[src/rtl/bmf_pkg.sv]
// Shared types and constants for the Boolean-matrix-factor H decoder.
package bmf_pkg;

  typedef enum logic [1:0] {
    ST_IDLE  = 2'd0,
    ST_LOAD  = 2'd1,
    ST_RUN   = 2'd2,
    ST_DRAIN = 2'd3
  } bmf_state_e;

  localparam int XOR_MODE_OR  = 0;
  localparam int XOR_MODE_XOR = 1;
  localparam int CNT_W        = 32;

endpackage

[src/rtl/bmf_h_reduce.sv]
// Combinational reduction: selects basis rows of H by the factor bits of k
// and folds them with OR (Boolean semiring) or XOR (GF(2)).
module bmf_h_reduce
  import bmf_pkg::*;
#(
  parameter int K        = 4,
  parameter int M        = 16,
  parameter int XOR_MODE = XOR_MODE_OR
) (
  input  logic [K-1:0]   i_k,
  input  logic [K*M-1:0] i_h,
  output logic [M-1:0]   o_word
);

  always_comb begin
    o_word = '0;
    for (int j = 0; j < K; j++) begin
      if (i_k[j]) begin
        if (XOR_MODE == XOR_MODE_XOR) o_word = o_word ^ i_h[j*M +: M];
        else                          o_word = o_word | i_h[j*M +: M];
      end
    end
  end

endmodule

[src/rtl/bmf_h_decoder.sv]
// Decodes K-bit factor vectors into M-bit words through a loaded basis H,
// with a two-stage valid/ready pipeline and a load/run/drain sequencer.
//
//   state    | meaning
//   ST_IDLE  | no basis loaded, waiting for cfg_start
//   ST_LOAD  | accepting basis rows 0..K-1 in order
//   ST_RUN   | H valid, decoding factor vectors
//   ST_DRAIN | reload requested, emptying pipeline before LOAD
module bmf_h_decoder
  import bmf_pkg::*;
#(
  parameter int K        = 4,
  parameter int M        = 16,
  parameter int XOR_MODE = XOR_MODE_OR
) (
  input  logic             clk,
  input  logic             rst,
  input  logic             cfg_start,
  input  logic             cfg_valid,
  output logic             cfg_ready,
  input  logic [M-1:0]     cfg_row,
  input  logic             in_valid,
  output logic             in_ready,
  input  logic [K-1:0]     in_k,
  output logic             out_valid,
  input  logic             out_ready,
  output logic [M-1:0]     out_data,
  output logic             loaded,
  output logic [CNT_W-1:0] dec_count
);

  localparam int RW = (K > 1) ? $clog2(K) : 1;
  localparam logic [RW-1:0] LAST_ROW = RW'(K - 1);

  bmf_state_e       r_state, w_state_nxt;
  logic [RW-1:0]    r_row_cnt, w_row_cnt_nxt, w_wr_idx;
  logic [K*M-1:0]   r_h;
  logic             r_s1_valid, r_s2_valid;
  logic [K-1:0]     r_s1_k;
  logic [M-1:0]     r_s2_data, w_word;
  logic [CNT_W-1:0] r_dec_count;
  logic             w_cfg_hs, w_in_hs, w_out_hs, w_s1_adv, w_s2_adv, w_busy;

  assign w_s2_adv  = !r_s2_valid || out_ready;
  assign w_s1_adv  = !r_s1_valid || w_s2_adv;
  assign w_busy    = r_s1_valid || r_s2_valid;
  assign cfg_ready = (r_state == ST_LOAD);
  assign in_ready  = (r_state == ST_RUN) && !cfg_start && w_s1_adv;
  assign loaded    = (r_state == ST_RUN);
  assign w_cfg_hs  = cfg_valid && cfg_ready;
  assign w_in_hs   = in_valid && in_ready;
  assign w_out_hs  = r_s2_valid && out_ready;
  // A restart coinciding with a row handshake writes that row as row 0.
  assign w_wr_idx  = cfg_start ? '0 : r_row_cnt;

  assign out_valid = r_s2_valid;
  assign out_data  = r_s2_data;
  assign dec_count = r_dec_count;

  always_comb begin
    w_state_nxt   = r_state;
    w_row_cnt_nxt = r_row_cnt;
    case (r_state)
      ST_IDLE: begin
        if (cfg_start) begin
          w_state_nxt   = ST_LOAD;
          w_row_cnt_nxt = '0;
        end
      end
      ST_LOAD: begin
        if (w_cfg_hs) begin
          if (w_wr_idx == LAST_ROW) begin
            w_state_nxt   = ST_RUN;
            w_row_cnt_nxt = '0;
          end else begin
            w_row_cnt_nxt = w_wr_idx + 1'b1;
          end
        end else if (cfg_start) begin
          w_row_cnt_nxt = '0;
        end
      end
      ST_RUN: begin
        if (cfg_start) begin
          w_state_nxt   = w_busy ? ST_DRAIN : ST_LOAD;
          w_row_cnt_nxt = '0;
        end
      end
      ST_DRAIN: begin
        // Leave once the last word is transferring out of stage 2.
        if (!r_s1_valid && w_s2_adv) w_state_nxt = ST_LOAD;
      end
      default: w_state_nxt = ST_IDLE;
    endcase
  end

  always_ff @(posedge clk) begin
    if (rst) begin
      r_state     <= ST_IDLE;
      r_row_cnt   <= '0;
      r_s1_valid  <= 1'b0;
      r_s1_k      <= '0;
      r_s2_valid  <= 1'b0;
      r_s2_data   <= '0;
      r_dec_count <= '0;
    end else begin
      r_state   <= w_state_nxt;
      r_row_cnt <= w_row_cnt_nxt;
      if (w_s1_adv) begin
        r_s1_valid <= w_in_hs;
        if (w_in_hs) r_s1_k <= in_k;
      end
      if (w_s2_adv) begin
        r_s2_valid <= r_s1_valid;
        if (r_s1_valid) r_s2_data <= w_word;
      end
      if (w_out_hs && (r_dec_count != '1)) r_dec_count <= r_dec_count + 1'b1;
    end
  end

  // H is deliberately left out of reset; it is meaningless until a full load.
  always_ff @(posedge clk) begin
    if (!rst && w_cfg_hs) r_h[w_wr_idx*M +: M] <= cfg_row;
  end

  bmf_h_reduce #(
    .K        (K),
    .M        (M),
    .XOR_MODE (XOR_MODE)
  ) u_reduce (
    .i_k    (r_s1_k),
    .i_h    (r_h),
    .o_word (w_word)
  );

endmodule

[config.mk]
export PLATFORM = sky130hd
export DESIGN_NAME = bmf_h_decoder
export DESIGN_NICKNAME = d
export VERILOG_FILES = /design/src/rtl/bmf_pkg.sv /design/src/rtl/bmf_h_reduce.sv /design/src/rtl/bmf_h_decoder.sv
export SDC_FILE = /design/constraint.sdc
export NUM_CORES = 1
export LEC_CHECK = 0
export BUFFER_PORTS_ARGS = -buffer_cell sky130_fd_sc_hd__buf_2
export CORE_MARGIN = 2
export CORE_UTILIZATION = 50
export DETAILED_ROUTE_END_ITERATION = 6
export PLACE_DENSITY = 0.71
export SLEW_MARGIN = 30
export SYNTH_ARGS = -nofsm -noshare
export SYNTH_HDL_FRONTEND = slang
export SYNTH_SLANG_ARGS = --single-unit
[constraint.sdc]
create_clock -name clk -period 2.55 [get_ports clk]
set_clock_uncertainty 0.15 [all_clocks]
set_input_delay 0.1275 -clock clk [delete_from_list [all_inputs] [get_ports clk]]
set_output_delay 0.1275 -clock clk [all_outputs]
set_load 0.01 [all_outputs]
# After elaboration in Yosys (flattened, before gate mapping)
# Index checks and enable logic that the tools add are counted.
# word_totals
ff_bits	122
in_bits	26
out_inout_bits	52
word_cells	63
# op_classes
addsub	3
n_eq_ne	10
shifts	2
muxes	16
bitwise	3
n_reduce_logical	21
# op_table
op	count
64-bit bitwise mux	1
16-bit two-way mux	4
16-bit by 34-bit variable shift with 64-bit output (first input constant)	1
16-bit by 34-bit variable part select with 64-bit output	1
16-bit OR	3
6-bit negator with 34-bit output	1
32-bit by 1-bit adder with 32-bit output (second input constant)	1
32-bit inequality test (second input constant)	1
2-bit two-way mux	9
1-bit logical AND	8
2-bit one-hot mux with 4 select lines	1
2-bit equality test (second input constant)	3
2-bit inequality test (second input constant)	3
5-bit AND reduction	1
1-bit zero test	4
2-bit by 1-bit inequality test with 1-bit output (second input constant)	2
2-bit one-hot mux with 2 select lines	1
2-bit AND reduction	2
1-bit logical OR	3
2-bit by 1-bit adder with 2-bit output (second input constant)	1
2-bit by 1-bit equality test with 1-bit output (second input constant)	1
2-bit zero test	1
2-bit nonzero test	1
2-bit OR reduction	1

# Logic depth before layout (Yosys ltp)
# Gate-level depths: netlist of the first run.
# depth
word_depth	7
ltp_mapped	8
mapped_depth_nobuf	8

# By module
# From an unflattened synthesis of the first run, not the netlist that was laid out.
# hier_totals
cells_unflattened	537
area_unflattened_um2	5701.7
# modules_own_cells
mod	instances	cells_per_inst	area_each_um2	seq_area_each_um2
bmf_h_decoder	1	481	5251.3	3083.0
bmf_h_reduce	1	56	450.4	0.0

# Worst setup path before layout of the first run
# Ideal clock, no wire load.
# synth_timing
kind	register to register
from	register r_dec_count[0], in the netlist dec_count[0]
to	register r_dec_count[26], in the netlist dec_count[26]
setup_time_ns	0.116
t_arrival_ns	1.852
required_ns	2.284
setup_slack_ns	0.432
path_stages_with_launch	7
path_buffers	0
period_less_slack_ns	2.118
path_cell_list	dfxtp_1 ha_1 nand3_1 or3_1 nor4_2 a311oi_1 a41o_1
# synth_via
elab_chain_cells	2
word_cells_on_any_way	3
cone_classes	add/sub (1); eq/ne (1); reduce/logical (1)
# synth_rtl
element	line_no	text
from (decl)	bmf_h_decoder.sv:41	logic [CNT_W-1:0] r_dec_count;
from (signal assigned)	bmf_h_decoder.sv:116	if (w_out_hs && (r_dec_count != '1)) r_dec_count <= r_dec_count + 1'b1;
parallel branches: the longest is 2 deep, another holds 32-bit by 1-bit adder with 32-bit output	-	
# Parallel ways; which one is timed is not known.
# A chain may end at the register's enable or synchronous reset.

# Final worst setup path of the first run
# layout_timing
from	register r_state[0]
to	register r_s1_valid
# layout_via
elab_chain_cells	4
# layout_rtl
element	line_no	text
from (decl)	bmf_h_decoder.sv:35	bmf_state_e r_state, w_state_nxt;
from (signal assigned)	bmf_h_decoder.sv:106	r_state <= w_state_nxt;
2-bit equality test	bmf_h_decoder.sv:48	assign in_ready = (r_state == ST_RUN) && !cfg_start && w_s1_adv;
1-bit logical AND (2 in a row)	bmf_h_decoder.sv:48	
1-bit logical AND	bmf_h_decoder.sv:51	assign w_in_hs = in_valid && in_ready;
to (signal assigned)	bmf_h_decoder.sv:109	r_s1_valid <= w_in_hs;
to (decl)	bmf_h_decoder.sv:38	logic r_s1_valid, r_s2_valid;
# No other way between the ends.

==> out/qor.csv, run 1 <==
metric,value,unit
crit path kind,register to register,
total track usage,22.8,%
Synth area leaders,"edfxtp_1 (35%), dfxtp_1 (21%), and2_1 (7.9%)",
first-pass GRT wire length,20300,um
outcome,"complete, no violations",
# port buffers,77,
syn_nets,552,
Max Root-Sink Buffers,2,
Vias,4374,
DRC violations left,0,
IO Count,78,
Crit Reg-Reg Endpoint,r_s1_valid,
area of the core,0.0108,mm2
combinational share of power,4.3,%
Detail Route Antenna Nets,0,
hold_sp,cfg_valid,
main flop type after synthesis,edfxtp_1,
Syn Area/Cell,10.8,um2
H-tree levels,4,
1st-pass router iterations,4,
Die Area,0.0119,mm2
vias in the first global route,4084,
Critical Path End Type,register,
total wire length,12900,um
"Max FO, Critical Path",6,
Metal-1 WL,5520,um
Fmax,0.427,GHz
post-synth top area share,34.8,%
met3 routed WL,720,um
Mapped Area,0.00552,mm2
total grt overflow,0,
Num CTS Buffers,17,
share of flip-flops with an asynchronous set or reset,0,%
WP data required,2.86,ns
synth warn,0,
gpl congestion,0.828,
Sw Ratio,20.7,%
Reg2Reg Setup Slack,0.21,ns
period utilization,91.9,%
Worst Hold Path EP,r_row_cnt[0],
Worst setup SP type,register,
setup_tns,0,ns
chip width,109,um
Rel. slew slack,44.2,%
clk_lat worst skew,0.52,ns
number of flops mapped to enable cells by yosys,64,
Switch Pwr,0.000957,W
Die Ht,109,um
max_cap viols,0,
Setup WS post-layout,0.207,ns
Leak,2.59,nW
initial antenna violation count,0,
gate count of the mapped netlist,513,
Cell Rows,38,
Internal,0.00367,W
top-count cell post-synth,and2_1,
Post-DP HPWL,7710,um
WP data arrival,2.65,ns
RSZ-0062 raised after global routing,no,
cell area power density,669,mW/mm2
leading area contributor after synthesis,edfxtp_1,
"top cells by count, synth","and2_1 (70), edfxtp_1 (64), dfxtp_1 (58)",
r2r worst-path depth,7,
pre-CTS setup slack,0.124,ns
max-slew violations,0,
Final nets,657,
Crit. Startpoint,r_state[0],
layout cells sized above 1,21.1,%
Min-Delay Path Class,input port to register,
Final setup viols,0,
antenna cells,0,
Initial Util,51.2,%
Root Buffer,clkbuf_8,
reg2reg start,r_state[0],
Worst-Margin Slew,0.835,ns
max layer used,met4,
"Seq/Total Area, Yosys",55.8,%
routed wl met2,6470,um
part of the power in the clock network,50.4,%
largest net degree at the start of global routing,63,
TritonCTS clock tree,built,
WL/cell,16.8,um
#FFs+latches synth,122,
final hold vios,0,
Sink Count,122,
Hold Path Cell Cnt,5,
min Tclk post-route,2.34,ns
clock slew at reported path FFs,0.06,ns
worst vdd ir,0.582,mV
Synth cell types,49,
Area growth syn-to-layout,25.1,%
vias per cell,5.67,
1st-iter DRT viols,323,
power share of the sequential group,45.3,%
==> registers in the layout, summed over array words and instances (netlist names) <==
| signal | count |
|---|---|
| r_h | 64 |
| dec_count | 32 |
| out_data | 16 |
| r_s1_k | 4 |
| r_row_cnt | 2 |
| r_state | 2 |
| out_valid | 1 |
| r_s1_valid | 1 |
==> worst max-delay path, cell delays in order, from the launching register on <==
cell and delay, ns:
dfxtp_1 0.37, inv_1 0.12, ha_1 0.30, nand2b_1 0.12, a21oi_2 0.26, nand2_1 0.20
a21oi_1 0.21, dlygate4sd3_1 0.57
==> cell type report <==
cell class,count,area [um2]
clock buffer,18,428
timing repair buffer,114,733
sequential,122,3080
clock inverter,14,154
tap,140,175
multi-input combinational,352,2290
fill,862,3880
inverter,11,41.3
==> power groups by stage <==
stage | clock network [W] | registers, W | logic [W]
3_3_place_gp | 0 | 0.00213 | 0.000162
4_1_cts | 0.00236 | 0.00209 | 0.000197
3_5_place_dp | 0 | 0.00213 | 0.000169
2_1_floorplan | 0 | 0.00213 | 0.000100
6_report | 0.00233 | 0.00210 | 0.000200
5_1_grt | 0.00245 | 0.00210 | 0.000218
==> cell families after synthesis <==
group | Yosys count | share of synthesized area, %
AO/OA/AOI/OAI | 108 | 13.5
XOR/XNOR | 6 | 0.951
adder cells (fa/ha/maj) | 13 | 2.94
buffers and inverters | 39 | 2.97
flip-flops | 122 | 55.8
multiplexers | 5 | 0.997
AND/OR/NAND/NOR | 220 | 22.9
==> metal layers <==
layer / vias to the layer above / global-route usage, %
li1: 2120 / -
met1: 2101 / 26.9
met2: 132 / 38.4
met3: 21 / 5.92
met4: 0 / 11.6
met5: - / 0
==> stage by stage <==
stage / area (um2) / utilization, % / std cells / hold WS, ns / power, W
after floorplan: 5520 / - / 513 / 0.125 / 0.00223
after global placement: 6040 / 55.9 / 711 / 0.245 / 0.00230
after detailed placement: 6040 / 56.0 / 711 / 0.247 / 0.00230
after CTS: 6900 / 64.0 / 771 / 0.00929 / 0.00465
after global routing: 6910 / 64.0 / 771 / 0.0777 / 0.00476
final: 6910 / 64.0 / 771 / 0.0386 / 0.00462
==> how the worst max path moves through the flow <==
| stage | end | slack [ns] |
|---|---|---|
| CTS | r_h[32] | 0.1 |
| global placement | r_h[22] | 0.22 |
| detailed placement | r_h[45] | 0.12 |
| finish | r_s1_valid | 0.21 |
| global route | r_s1_valid | 0.04 |
| floorplan | dec_count[26] | 0.43 |
==> cells in the final DEF, fill, tap and decap left out, types with 9 or more instances in the layout <==
cell and count:
nand4_1 9, buf_4 9, and2_1 70, a311oi_1 17
edfxtp_1 64, ha_1 13, or3_1 14, nand2_1 23
nor2_1 39, inv_1 11, o21ai_0 14, dlygate4sd3_1 28
a22oi_1 34, nand3_1 14, clkbuf_16 16, buf_2 77
a21oi_1 24, dfxtp_1 58
==> what timing repair did <==
item,in CTS,in global routing
setup buffers,0,0
setup endpoints to repair,0,1
hold buffers,28,0
endpoints found under the hold margin,74,0
gates resized for setup,0,1
Note: power is estimated with default switching activity, not from simulation.
==> run 2, diff against run 1 <==
--- a/config.mk
+++ b/config.mk
@@ -9,7 +9,7 @@
 export CORE_MARGIN = 2
 export CORE_UTILIZATION = 50
 export DETAILED_ROUTE_END_ITERATION = 6
-export PLACE_DENSITY = 0.71
+export PLACE_DENSITY = 0.74
 export SLEW_MARGIN = 30
 export SYNTH_ARGS = -nofsm -noshare
 export SYNTH_HDL_FRONTEND = slang
==> constraint.sdc (replaced) <==
create_clock -name clk -period 2.02 [get_ports clk]
set_clock_uncertainty 0.15 [all_clocks]
set_input_delay 0.101 -clock clk [delete_from_list [all_inputs] [get_ports clk]]
set_output_delay 0.101 -clock clk [all_outputs]
set_load 0.01 [all_outputs]
==> run 2 against run 1 <==
Against the previous run: maximum frequency increased by 16%; combinational power increased by 38%; utilization increased by 4.8 points; wire length increased by 9.4%; design area increased by 7.5%; sequential cell count unchanged; setup slack got worse by 0.20 ns; sequential power increased by 26%; first-iteration DRC count increased by 18%; via count increased by 6.3%; final cell count increased by 6.1%; power increased by 25%; critical path type unchanged; largest cell class unchanged; largest power group unchanged.
==> out/qor.csv, run 2 (same netlist as run 1, synthesis figures left out) <==
metric,value,unit,change
Vias,4648,,+6.3%
# port buffers,77,,unchanged
total grt overflow,0,,unchanged
area of the core,0.0108,mm2,unchanged
first-pass GRT wire length,21800,um,+7.8%
"Core Util, Final",68.8,%,+4.8 points
antenna cells,0,,unchanged
TritonCTS clock tree,built,,
Cell Rows,38,,unchanged
max reg flops,64,,unchanged
min Tclk post-route,2.01,ns,-0.330 ns
WP data required,2.32,ns,-0.54 ns
1st-iter DRT viols,381,,+18%
Rel. slew slack,69.3,%,+25 points
final hold vios,0,,unchanged
outcome,"complete, no violations",,
1st-pass router iterations,4,,unchanged
chip width,109,um,unchanged
H-tree levels,4,,unchanged
gpl congestion,0.900,,+8.7%
Worst Hold Path EP,r_s1_k[0],,
crit path kind,register to register,,
Max Root-Sink Buffers,2,,unchanged
vias in the first global route,4615,,+13%
initial antenna violation count,0,,unchanged
total wire length,14100,um,+9.4%
multi-input logic area,0.00239,mm2,+4.1%
Crit Reg-Reg Endpoint,dec_count[18],,
"commonest non-fill, non-tap cell in the layout",buf_2,,
Worst-Margin Slew,0.459,ns,-0.376 ns
RSZ-0062 raised after global routing,yes,,
most frequent cells in the layout,"buf_2 (77), and2_1 (70), edfxtp_1 (64)",,
Fmax,0.497,GHz,+16%
largest net degree at the start of global routing,63,,unchanged
"Max FO, Critical Path",11,,+5
total track usage,24.4,%,+1.5 points
DRC violations left,0,,unchanged
max-slew violations,0,,unchanged
clk_lat worst skew,0.52,ns,about the same
Detail Route Antenna Nets,0,,unchanged
register area,0.00310,mm2,+0.57%
Final nets,704,,+7.2%
period utilization,99.7,%,+7.8 points
Non-Filler Instances,818,,+6.1%
Worst setup SP type,register,,
IO Count,78,,unchanged
worst vdd ir,0.787,mV,+35%
Post-DP HPWL,8510,um,+10%
Root Buffer,clkbuf_8,,
Hold Path Cell Cnt,4,,-1
Biggest register,r_h,,
# fillers,783,,-9.2%
Leak,2.87,nW,+11%
Area growth syn-to-layout,34.5,%,
Initial Util,51.2,%,unchanged
Die Ht,109,um,unchanged
r2r worst-path depth,7,,unchanged
Num CTS Buffers,17,,unchanged
WP data arrival,2.32,ns,-0.33 ns
Reg2Reg Setup Slack,0.006,ns,-0.20 ns
Cells after DPL,753,,+5.9%
hold_sp,in_k[0],,
Final setup viols,0,,unchanged
Sink Count,122,,unchanged
max_cap viols,0,,unchanged
cell area power density,778,mW/mm2,+16%
vias per cell,5.68,,+0.16%
layout cells sized above 1,29.4,%,+8.3 points
clock slew at reported path FFs,0.06,ns,about the same
Min-Delay Path Class,input port to register,,
WL/cell,17.3,um,+3.1%
reg2reg start,dec_count[1],,
Die Area,0.0119,mm2,unchanged
Critical Path End Type,register,,
## run 2: cell types whose count changed in the layout (fill, tap and decap cells not counted), moves of 3 or more
cell	delta
buf_12	+6
dfxtp_2	+8
dfxtp_1	-10
clkinv_4	+3
clkbuf_1	+4
clkinv_2	-3
buf_4	+42
## run 2: worst max path at each step
stage / slack [ns] / cells past startpoint / to / from
2_1_floorplan: 0.01 / 6 / dec_count[25] / out_valid
3_3_place_gp: -0.09 / 6 / r_h[23] / r_row_cnt[0]
3_5_place_dp: -0.22 / 6 / r_h[28] / r_row_cnt[0]
4_1_cts: 0.005 / 5 / dec_count[27] / dec_count[3]
5_1_grt: -0.06 / 6 / dec_count[2] / dec_count[4]
6_report: 0.006 / 7 / dec_count[18] / dec_count[1]
## run 2: routing by layer
layer,share of wire [%],global-route usage (%),up-vias
met1,40,27.8,2236
met5,0,0,-
met4,2.7,13.6,0
li1,-,-,2210
met3,6.1,6.69,37
met2,51,41.2,165
## run 2: stage by stage
stage | hold WS [ns] | total power [W] | TNS (ns) | cell area [um2] | worst slack, ns
2_1_floorplan | 0.0985 | 0.00282 | 0 | 5540 | 0.0148
3_3_place_gp | 0.215 | 0.00291 | -2.01 | 6440 | -0.0899
3_5_place_dp | 0.216 | 0.00292 | -5.15 | 6440 | -0.217
4_1_cts | 0.206 | 0.00581 | 0 | 7320 | 0.00503
5_1_grt | 0.219 | 0.00595 | -0.165 | 7430 | -0.0570
6_report | 0.235 | 0.00578 | 0 | 7430 | 0.00625
## run 2: what timing repair did
action / in CTS / in global routing
pin swaps: 2 / 9
endpoints found under the hold margin: 117 / 0
buffers inserted: 2 / 4
setup endpoints to repair: 41 / 44
gates resized for setup: 10 / 24
hold buffers: 27 / 0
## run 2: report_power, final
part | switching, W | internal (W) | total [W]
combinational | 0.000144 | 0.000131 | 0.000276
clock | 0.00108 | 0.00179 | 0.00287
sequential | 0.0000185 | 0.00262 | 0.00264
## run 2: critical path, cell delays in order (launching register included)
cell	delay, ns
dfxtp_4	0.38
ha_4	0.15
nand3_4	0.11
nor4_2	0.29
o21ai_1	0.14
buf_4	0.19
or4_1	0.40
a21oi_1	0.15
## run 2: area by class of cell
class	instances	area share [%]
multi-input combinational	352	32.2
timing repair buffer	161	15.6
inverter	11	0.556
clock buffer	22	5.96
tap	140	2.36
clock inverter	10	1.62
sequential	122	41.7
